--- config.mk ---
export PLATFORM = sky130hd
export DESIGN_NAME = frame_sequencer
export DESIGN_NICKNAME = d
export VERILOG_FILES = /design/src/rtl/definitions_pkg.sv /design/src/rtl/frame_sequencer.sv
export SDC_FILE = /design/constraint.sdc
export NUM_CORES = 1
export LEC_CHECK = 0
export BUFFER_PORTS_ARGS = -buffer_cell sky130_fd_sc_hd__buf_2
export CAP_MARGIN = 25
export CORE_MARGIN = 1.5
export CORE_UTILIZATION = 30
export DETAILED_ROUTE_END_ITERATION = 6
export PLACE_DENSITY = 0.49
export REMOVE_ABC_BUFFERS = 1
export SYNTH_ARGS = -nofsm -noshare
export SYNTH_HDL_FRONTEND = slang
export SYNTH_SLANG_ARGS = --single-unit
--- constraint.sdc ---
create_clock -name clk -period 5.75 [get_ports clk]
set_clock_uncertainty 0.05 [all_clocks]
set_input_delay 1.725 -clock clk [delete_from_list [all_inputs] [get_ports clk]]
set_output_delay 1.725 -clock clk [all_outputs]
set_load 0.02 [all_outputs]
--- src/rtl/definitions_pkg.sv ---
// Shared chip-level constants and types; the frame-sequencer entries cover image
// geometry, the command sync pattern, the flush bound and the error-flag bit positions.
package definitions_pkg;

  localparam int FIFO_WIDTH = 8;

  localparam int IMG_W     = 64;
  localparam int IMG_H     = 64;
  localparam int TOTAL_PIX = IMG_W * IMG_H;
  localparam int FLUSH_MAX = 2 * IMG_W + 16;

  // Upper five bits of a byte that marks it as a frame command.
  localparam logic [4:0] CMD_SYNC = 5'b10100;

  typedef enum logic [1:0] {
    S_IDLE  = 2'd0,
    S_LOAD  = 2'd1,
    S_FLUSH = 2'd2,
    S_DONE  = 2'd3
  } seq_state_t;

  localparam int ERR_RX_DROP  = 0;
  localparam int ERR_FLUSH_TO = 1;
  localparam int ERR_TX_DROP  = 2;

endpackage

--- src/rtl/frame_sequencer.sv ---
// Frame controller: decodes the command byte, feeds one frame into the pixel
// pipeline, flushes it with zero pixels and forwards one frame of results to UART TX.
module frame_sequencer
  import definitions_pkg::*;
#(
  parameter int DATA_W    = definitions_pkg::FIFO_WIDTH,
  parameter int IMG_W     = definitions_pkg::IMG_W,
  parameter int IMG_H     = definitions_pkg::IMG_H,
  parameter int FLUSH_MAX = 2 * IMG_W + 16
) (
  input  logic              clk,
  input  logic              rstN,
  input  logic [DATA_W-1:0] rx_data,
  input  logic              rx_valid,
  output logic [DATA_W-1:0] pix_in,
  output logic              pix_in_valid,
  input  logic [DATA_W-1:0] pix_out,
  input  logic              pix_out_valid,
  output logic [DATA_W-1:0] tx_data,
  output logic              tx_wr,
  input  logic              tx_full,
  output logic              kernel_select,
  output logic [1:0]        fill_select,
  output logic              busy,
  output logic              frame_done,
  output logic [2:0]        err,
  input  logic              err_clr
);

  localparam int TOTAL = IMG_W * IMG_H;
  localparam int CNT_W = $clog2(TOTAL + 1);
  localparam int FL_W  = $clog2(FLUSH_MAX + 1);
  localparam logic [CNT_W-1:0] TOTAL_C = CNT_W'(TOTAL);
  localparam logic [FL_W-1:0]  FLUSH_C = FL_W'(FLUSH_MAX);

  seq_state_t        state_q, state_d;
  logic [CNT_W-1:0]  in_cnt_q, in_cnt_d;
  logic [CNT_W-1:0]  out_cnt_q, out_cnt_d;
  logic [FL_W-1:0]   flush_cnt_q, flush_cnt_d;
  logic [DATA_W-1:0] pix_in_q, pix_in_d;
  logic              pix_in_valid_q, pix_in_valid_d;
  logic [DATA_W-1:0] tx_data_q, tx_data_d;
  logic              tx_wr_q, tx_wr_d;
  logic              kernel_q, kernel_d;
  logic [1:0]        fill_q, fill_d;
  logic              busy_q, busy_d;
  logic              frame_done_q, frame_done_d;
  logic [2:0]        err_q, err_d;
  logic              out_done;
  logic              timeout;

  always_comb begin
    state_d        = state_q;
    in_cnt_d       = in_cnt_q;
    out_cnt_d      = out_cnt_q;
    flush_cnt_d    = flush_cnt_q;
    kernel_d       = kernel_q;
    fill_d         = fill_q;
    pix_in_d       = '0;
    pix_in_valid_d = 1'b0;
    tx_data_d      = tx_data_q;
    tx_wr_d        = 1'b0;
    frame_done_d   = 1'b0;
    err_d          = err_clr ? '0 : err_q;
    out_done       = 1'b0;
    timeout        = 1'b0;

    case (state_q)
      S_IDLE: begin
        if (rx_valid && (rx_data[7:3] == CMD_SYNC)) begin
          kernel_d    = rx_data[0];
          fill_d      = rx_data[2:1];
          in_cnt_d    = '0;
          out_cnt_d   = '0;
          flush_cnt_d = '0;
          state_d     = S_LOAD;
        end
      end
      S_LOAD, S_FLUSH: begin
        if (state_q == S_LOAD) begin
          if (rx_valid) begin
            pix_in_d       = rx_data;
            pix_in_valid_d = 1'b1;
            in_cnt_d       = in_cnt_q + CNT_W'(1);
            if (in_cnt_d == TOTAL_C) state_d = S_FLUSH;
          end
        end else begin
          pix_in_valid_d = 1'b1;
          if (rx_valid) err_d[ERR_RX_DROP] = 1'b1;
          if (flush_cnt_q != FLUSH_C) flush_cnt_d = flush_cnt_q + FL_W'(1);
          timeout = (flush_cnt_d == FLUSH_C);
        end

        // A suppressed write still advances out_cnt so the frame stays aligned.
        if (pix_out_valid && (out_cnt_q < TOTAL_C)) begin
          out_cnt_d = out_cnt_q + CNT_W'(1);
          tx_data_d = pix_out;
          if (tx_full) err_d[ERR_TX_DROP] = 1'b1;
          else         tx_wr_d = 1'b1;
          out_done = (out_cnt_d == TOTAL_C);
        end

        if (out_done) begin
          state_d      = S_DONE;
          frame_done_d = 1'b1;
        end else if (timeout) begin
          err_d[ERR_FLUSH_TO] = 1'b1;
          state_d             = S_IDLE;
        end
      end
      S_DONE:  state_d = S_IDLE;
      default: state_d = S_IDLE;
    endcase

    busy_d = (state_d != S_IDLE);
  end

  always_ff @(posedge clk) begin
    if (!rstN) begin
      state_q        <= S_IDLE;
      in_cnt_q       <= '0;
      out_cnt_q      <= '0;
      flush_cnt_q    <= '0;
      pix_in_q       <= '0;
      pix_in_valid_q <= 1'b0;
      tx_data_q      <= '0;
      tx_wr_q        <= 1'b0;
      kernel_q       <= 1'b0;
      fill_q         <= '0;
      busy_q         <= 1'b0;
      frame_done_q   <= 1'b0;
      err_q          <= '0;
    end else begin
      state_q        <= state_d;
      in_cnt_q       <= in_cnt_d;
      out_cnt_q      <= out_cnt_d;
      flush_cnt_q    <= flush_cnt_d;
      pix_in_q       <= pix_in_d;
      pix_in_valid_q <= pix_in_valid_d;
      tx_data_q      <= tx_data_d;
      tx_wr_q        <= tx_wr_d;
      kernel_q       <= kernel_d;
      fill_q         <= fill_d;
      busy_q         <= busy_d;
      frame_done_q   <= frame_done_d;
      err_q          <= err_d;
    end
  end

  assign pix_in        = pix_in_q;
  assign pix_in_valid  = pix_in_valid_q;
  assign tx_data       = tx_data_q;
  assign tx_wr         = tx_wr_q;
  assign kernel_select = kernel_q;
  assign fill_select   = fill_q;
  assign busy          = busy_q;
  assign frame_done    = frame_done_q;
  assign err           = err_q;

endmodule

### Word-level counts from Yosys, hierarchy flattened

Cells that the tools add are included.

| storage, ports and cells | value |
|---|---|
| input port bits | 22 |
| bits in registers | 62 |
| output and inout bits | 26 |

| cells by class | value |
|---|---|
| add/sub/neg operators | 3 |
| reductions and logical operators | 14 |
| magnitude comparators | 1 |
| equality and inequality tests | 13 |
| mux-type cells | 35 |

Operators by type and width:

| operator | count |
|---|---|
| 13-bit 2-to-1 mux | 4 |
| 13-bit case mux with 2 select lines | 2 |
| 8-bit 2-to-1 mux | 5 |
| 13-bit by 1-bit adder with 13-bit output (second input constant) | 2 |
| 13-bit == test (second input constant) | 2 |
| 8-bit case mux with 2 select lines | 1 |
| 1-bit 2-to-1 mux | 14 |
| 13-bit < comparator (second input constant) | 1 |
| 2-bit 2-to-1 mux | 6 |
| 2-bit != test (second input constant) | 5 |
| 3-bit AND reduction | 3 |
| 8-bit by 1-bit adder with 8-bit output (second input constant) | 1 |
| 8-bit == test (second input constant) | 1 |
| 8-bit != test (second input constant) | 1 |
| 4-bit AND reduction | 2 |
| 3-bit 2-to-1 mux | 2 |
| 2-bit case mux with 3 select lines | 1 |
| 2-bit AND reduction | 3 |
| 5-bit == test (second input constant) | 1 |
| 2-bit == test (second input constant) | 2 |
| 2-bit nonzero test | 2 |
| 2-bit by 1-bit == test with 1-bit output (second input constant) | 1 |
| 1-bit logical AND | 2 |
| 2-bit zero test | 1 |
| 2-bit OR reduction | 1 |

### Longest topological paths before layout

| logic depth | value |
|---|---|
| depth after elaboration | 11 |
| gate-level depth with buffers | 10 |
| depth with buffers taken out | 8 |

### Worst setup path after synthesis

Ideal clock, no wire load.

| path | value |
|---|---|
| kind | input-to-reg |
| start | in rx_data[4] |
| end | reg flush_cnt_q[2] |
| setup time | 0.070 ns |
| buffers on the path | 0 |
| slack | 2.568 ns |
| required time | 5.630 ns |
| data arrival time | 3.062 ns |
| stages on the path | 6 |
| path through | nor4b_4 a31oi_2 a21oi_1 o21ai_0 or4_1 a21boi_1 |

| on the way | value |
|---|---|
| cells in the longest elaborated chain, start to end | 4 |

Ends and longest elaborated chain:

| item | line | text |
|---|---|---|
| start: declaration | frame_sequencer.sv:13 | `input logic [DATA_W-1:0] rx_data,` |
| 5-bit == test | frame_sequencer.sv:70 | `if (rx_valid && (rx_data[7:3] == CMD_SYNC)) begin` |
| 1-bit logical AND | frame_sequencer.sv:70 |  |
| 2-bit != test (no line) | -- |  |
| 3-bit AND reduction (no line) | -- |  |
| end signal: assignment | frame_sequencer.sv:137 | `flush_cnt_q <= flush_cnt_d;` |
| end: declaration | frame_sequencer.sv:39 | `logic [FL_W-1:0] flush_cnt_q, flush_cnt_d;` |

Every way passes these cells.
A chain may end at the register's enable or synchronous reset.

### Final worst setup path

| path | value |
|---|---|
| start | in pix_out_valid |
| end | reg out_cnt_q[7] |

| on the way | value |
|---|---|
| cells in the longest elaborated chain, start to end | 3 |

Ends and longest elaborated chain:

| item | line | text |
|---|---|---|
| start: declaration | frame_sequencer.sv:18 | `input logic pix_out_valid,` |
| 1-bit logical AND | frame_sequencer.sv:95 | `if (pix_out_valid && (out_cnt_q < TOTAL_C)) begin` |
| 2-bit != test (no line) | -- |  |
| 3-bit AND reduction (no line) | -- |  |
| end signal: assignment | frame_sequencer.sv:136 | `out_cnt_q <= out_cnt_d;` |
| end: declaration | frame_sequencer.sv:38 | `logic [CNT_W-1:0] out_cnt_q, out_cnt_d;` |

Every way passes these cells.

==> results by group <==
Clock tree
  • Clock sink count: 62
  • Cts hold-fix bufs: 0
  • TritonCTS Buffers: 9
  • Clock buffer depth: 2
  • Post-CTS sizing: 0
  • Postcts setup bufs: 0
  • CTS tree: yes
  • Root Driver: clkbuf_8
  • Clock latency on the worst-skew pair: 0.35 ns
  • # H-tree levels: 3
  • CTS clk-pin slew, worst paths: 0.07 ns

Die
  • Die area: 11560 sq um
  • Die extent in y: 107.5 microns
  • Num ports: 48
  • Chip width: 107.5 microns
  • FP Rows: 37
  • Initial Util: 0.3133
  • Core area: 10460 sq um

STA
  • Min Hold Slack: 0.4143 ns
  • Setup TNS: 0 ns
  • Fmax: 300.3 MHz
  • Unrepaired setup endpoints after global routing: no
  • Worst-Margin Slew: 0.8666 ns
  • Max-Slew Margin vs Limit: 0.4147
  • Hold Violations, Final: 0
  • Crit share post-route: 0.5792
  • Finish-stage setup viols: 0
  • Worst Setup Slack, final: 2.420 ns
  • Slew Limit Fails: 0
  • Final Critical Period: 3.330 ns

Layout
  • Area growth from synthesis to layout: 16.60%
  • Fin nets: 470
  • Layout cells sized above 1: 0.1640
  • Final antenna diode count: 0

Power and ir drop
  • Pwr/cell area: 232.6 nW/um^2
  • Worst vdd ir: 0.00009627 V
  • P_leak: 0.001430 uW

Yosys
  • #FFs+latches synth: 62
  • Syn Inst Count: 400
  • Async S/R FF share, synth: 0
  • EDFF count, synth: 0
  • Top_reg_cell synth: dfxtp_1
  • Synthesis warning total: 0
  • Yosys top cell by area: dfxtp_1
  • Syn_area_per_cell: 8.195 sq um
  • Post-Synthesis Cell Area: 3278 sq um
  • Post-synthesis sequential area ratio: 0.3786
  • Most common cell in the netlist: dfxtp_1
  • Synth cell count leaders: 62 x dfxtp_1, 50 x nand2_1, 32 x nor2_1, 32 x o21ai_0, 20 x a21boi_0
  • Yosys cell types: 60
  • Synth area leaders: dfxtp_1 38%, nand2_1 5.7%, o21ai_0 4.9%
  • Yosys top cell area share: 0.3786

Critical path
  • Critical path's largest stage delay: 0.48 ns
  • CP cell instances: buf_2 > nor2b_1 > and2_1 > o21ai_0 > and2_1 > o21ai_0 > o31ai_1
  • Worst r2r path cells: 7
  • Critical setup path kind: input pin to flip-flop
  • Slowest CP cell: and2_1
  • Crit Path Max Fanout: 13
  • Data arrival, critical path: 3.50 ns
  • WP data required: 5.92 ns
  • Critical Path Start Type: input pin
  • Nature of the critical path endpoint: flip-flop

Placement
  • Placer Congestion: 0.7670
  • IO buf count: 47
  • Hpwl dp: 5650 microns
  • Dpl ws: 2.036 ns

Worst hold path
  • Hold Crit Depth: 2
  • Min-delay worst type: flip-flop to flip-flop

Detailed routing
  • Initial DRC count: 223
  • Vias/cell: 5.110
  • TritonRoute pass-1 iters: 4
  • Final WL: 7951 microns
  • WL/cell: 13.69 microns
  • Post-DRT Antenna Nets: 0
  • DRC Markers: 0
  • Via count: 2969

Global routing
  • Gr usage total: 0.1462
  • Antenna violations before repair: 0
  • Total grt overflow: 0
  • Largest net degree at the start of global routing: 48
  • Vias in the first global route: 2840
  • First-pass GRT wire length: 13310 microns

Status
  • Status: finished clean

Run
  • Count of max-cap constraint violations: 0
metrics by stage:
step | util | cell area, sq um | total power (uW) | cells
2_1_floorplan | - | 3202 | 451.2 | 382
3_3_place_gp | 0.3448 | 3607 | 468.2 | 565
3_5_place_dp | 0.3448 | 3607 | 468.4 | 565
4_1_cts | 0.3653 | 3822 | 901.2 | 581
5_1_grt | 0.3653 | 3822 | 922.1 | 581
6_report | 0.3653 | 3822 | 889.2 | 581
power by group:
part,switching (uW),internal [uW]
Combinational,16.0,11.8
Sequential,0.394,430
Clock,176,255
Total,192,697
path summary, 6_finish.rpt:
check,endpoint,from,slack (ns)
worst max-delay path,out_cnt_q[7]$_SDFFE_PN0P_,pix_out_valid,2.42
worst min-delay path,tx_data[3]$_SDFFE_PN0P_,tx_data[3]$_SDFFE_PN0P_,0.41
worst max register to register,out_cnt_q[7]$_SDFFE_PN0P_,state_q[0]$_SDFF_PN0_,2.93
worst min register to register,tx_data[3]$_SDFFE_PN0P_,tx_data[3]$_SDFFE_PN0P_,0.41
worst max-delay path: cells and delay by family:
family	cells	cell delay [ns]
AOI/OAI and AO/OA	3	0.65
buffers and inverters	1	0.07
and+or+nand+nor	3	1.04
cell type report:
type | instances | area [sq um]
Timing Repair Buffer | 47 | 235.2
Clock inverter | 4 | 70.07
Multi-Input combinational cell | 310 | 1923
Sequential cell | 62 | 1241
Inverter | 10 | 37.54
Tap cell | 136 | 170.2
Clock buffer | 12 | 145.1
Fill cell | 1124 | 6640
cells in the final DEF (no fill, tap or decap), types with 3 or more instances in the layout:
master,instances
dfxtp_1,62
nand2_1,50
buf_2,47
nor2_1,32
o21ai_0,32
a21boi_0,20
a21oi_1,17
nand3_1,17
and2_1,13
nor2b_1,13
inv_1,10
clkbuf_8,10
ha_1,8
nand4_1,7
xnor2_1,7
nor3_1,7
a31oi_1,7
nand3b_1,6
and3_1,5
xor2_1,5
nand2b_1,5
o31ai_1,4
o211ai_1,3
or4_1,3
a22oi_1,3
a21o_1,3
per-layer routing:
metal | wire [microns] | share of wire | GRT usage | vias to the layer above
met3 | 263 | 0.033 | 0.02663 | 12
met4 | 174 | 0.022 | 0.08459 | 0
met1 | 3843 | 0.48 | 0.1795 | 1393
li1 | - | - | - | 1518
met2 | 3670 | 0.46 | 0.2389 | 46
met5 | 0 | 0 | 0 | -
cells by family after synthesis:
logic type	count (synthesis)	synth area share
multiplexers	2	0.006107
AO/OA/AOI/OAI	111	0.2240
buffers and inverters	28	0.03473
flip-flops	62	0.3786
AND/OR/NAND/NOR	177	0.2939
XOR/XNOR	12	0.03206
adder cells (fa/ha/maj)	8	0.03054
registers in the layout, summed over array words and instances, names as in the netlist:
name / count
flush_cnt_q: 8
pix_in: 8
pix_in_valid: 1
out_cnt_q: 13
tx_wr: 1
fill_select: 2
tx_data: 8
in_cnt_q: 13
err: 3
frame_done: 1
kernel_select: 1
busy: 1
state_q: 2
Note: power is estimated with default switching activity, not from simulation.
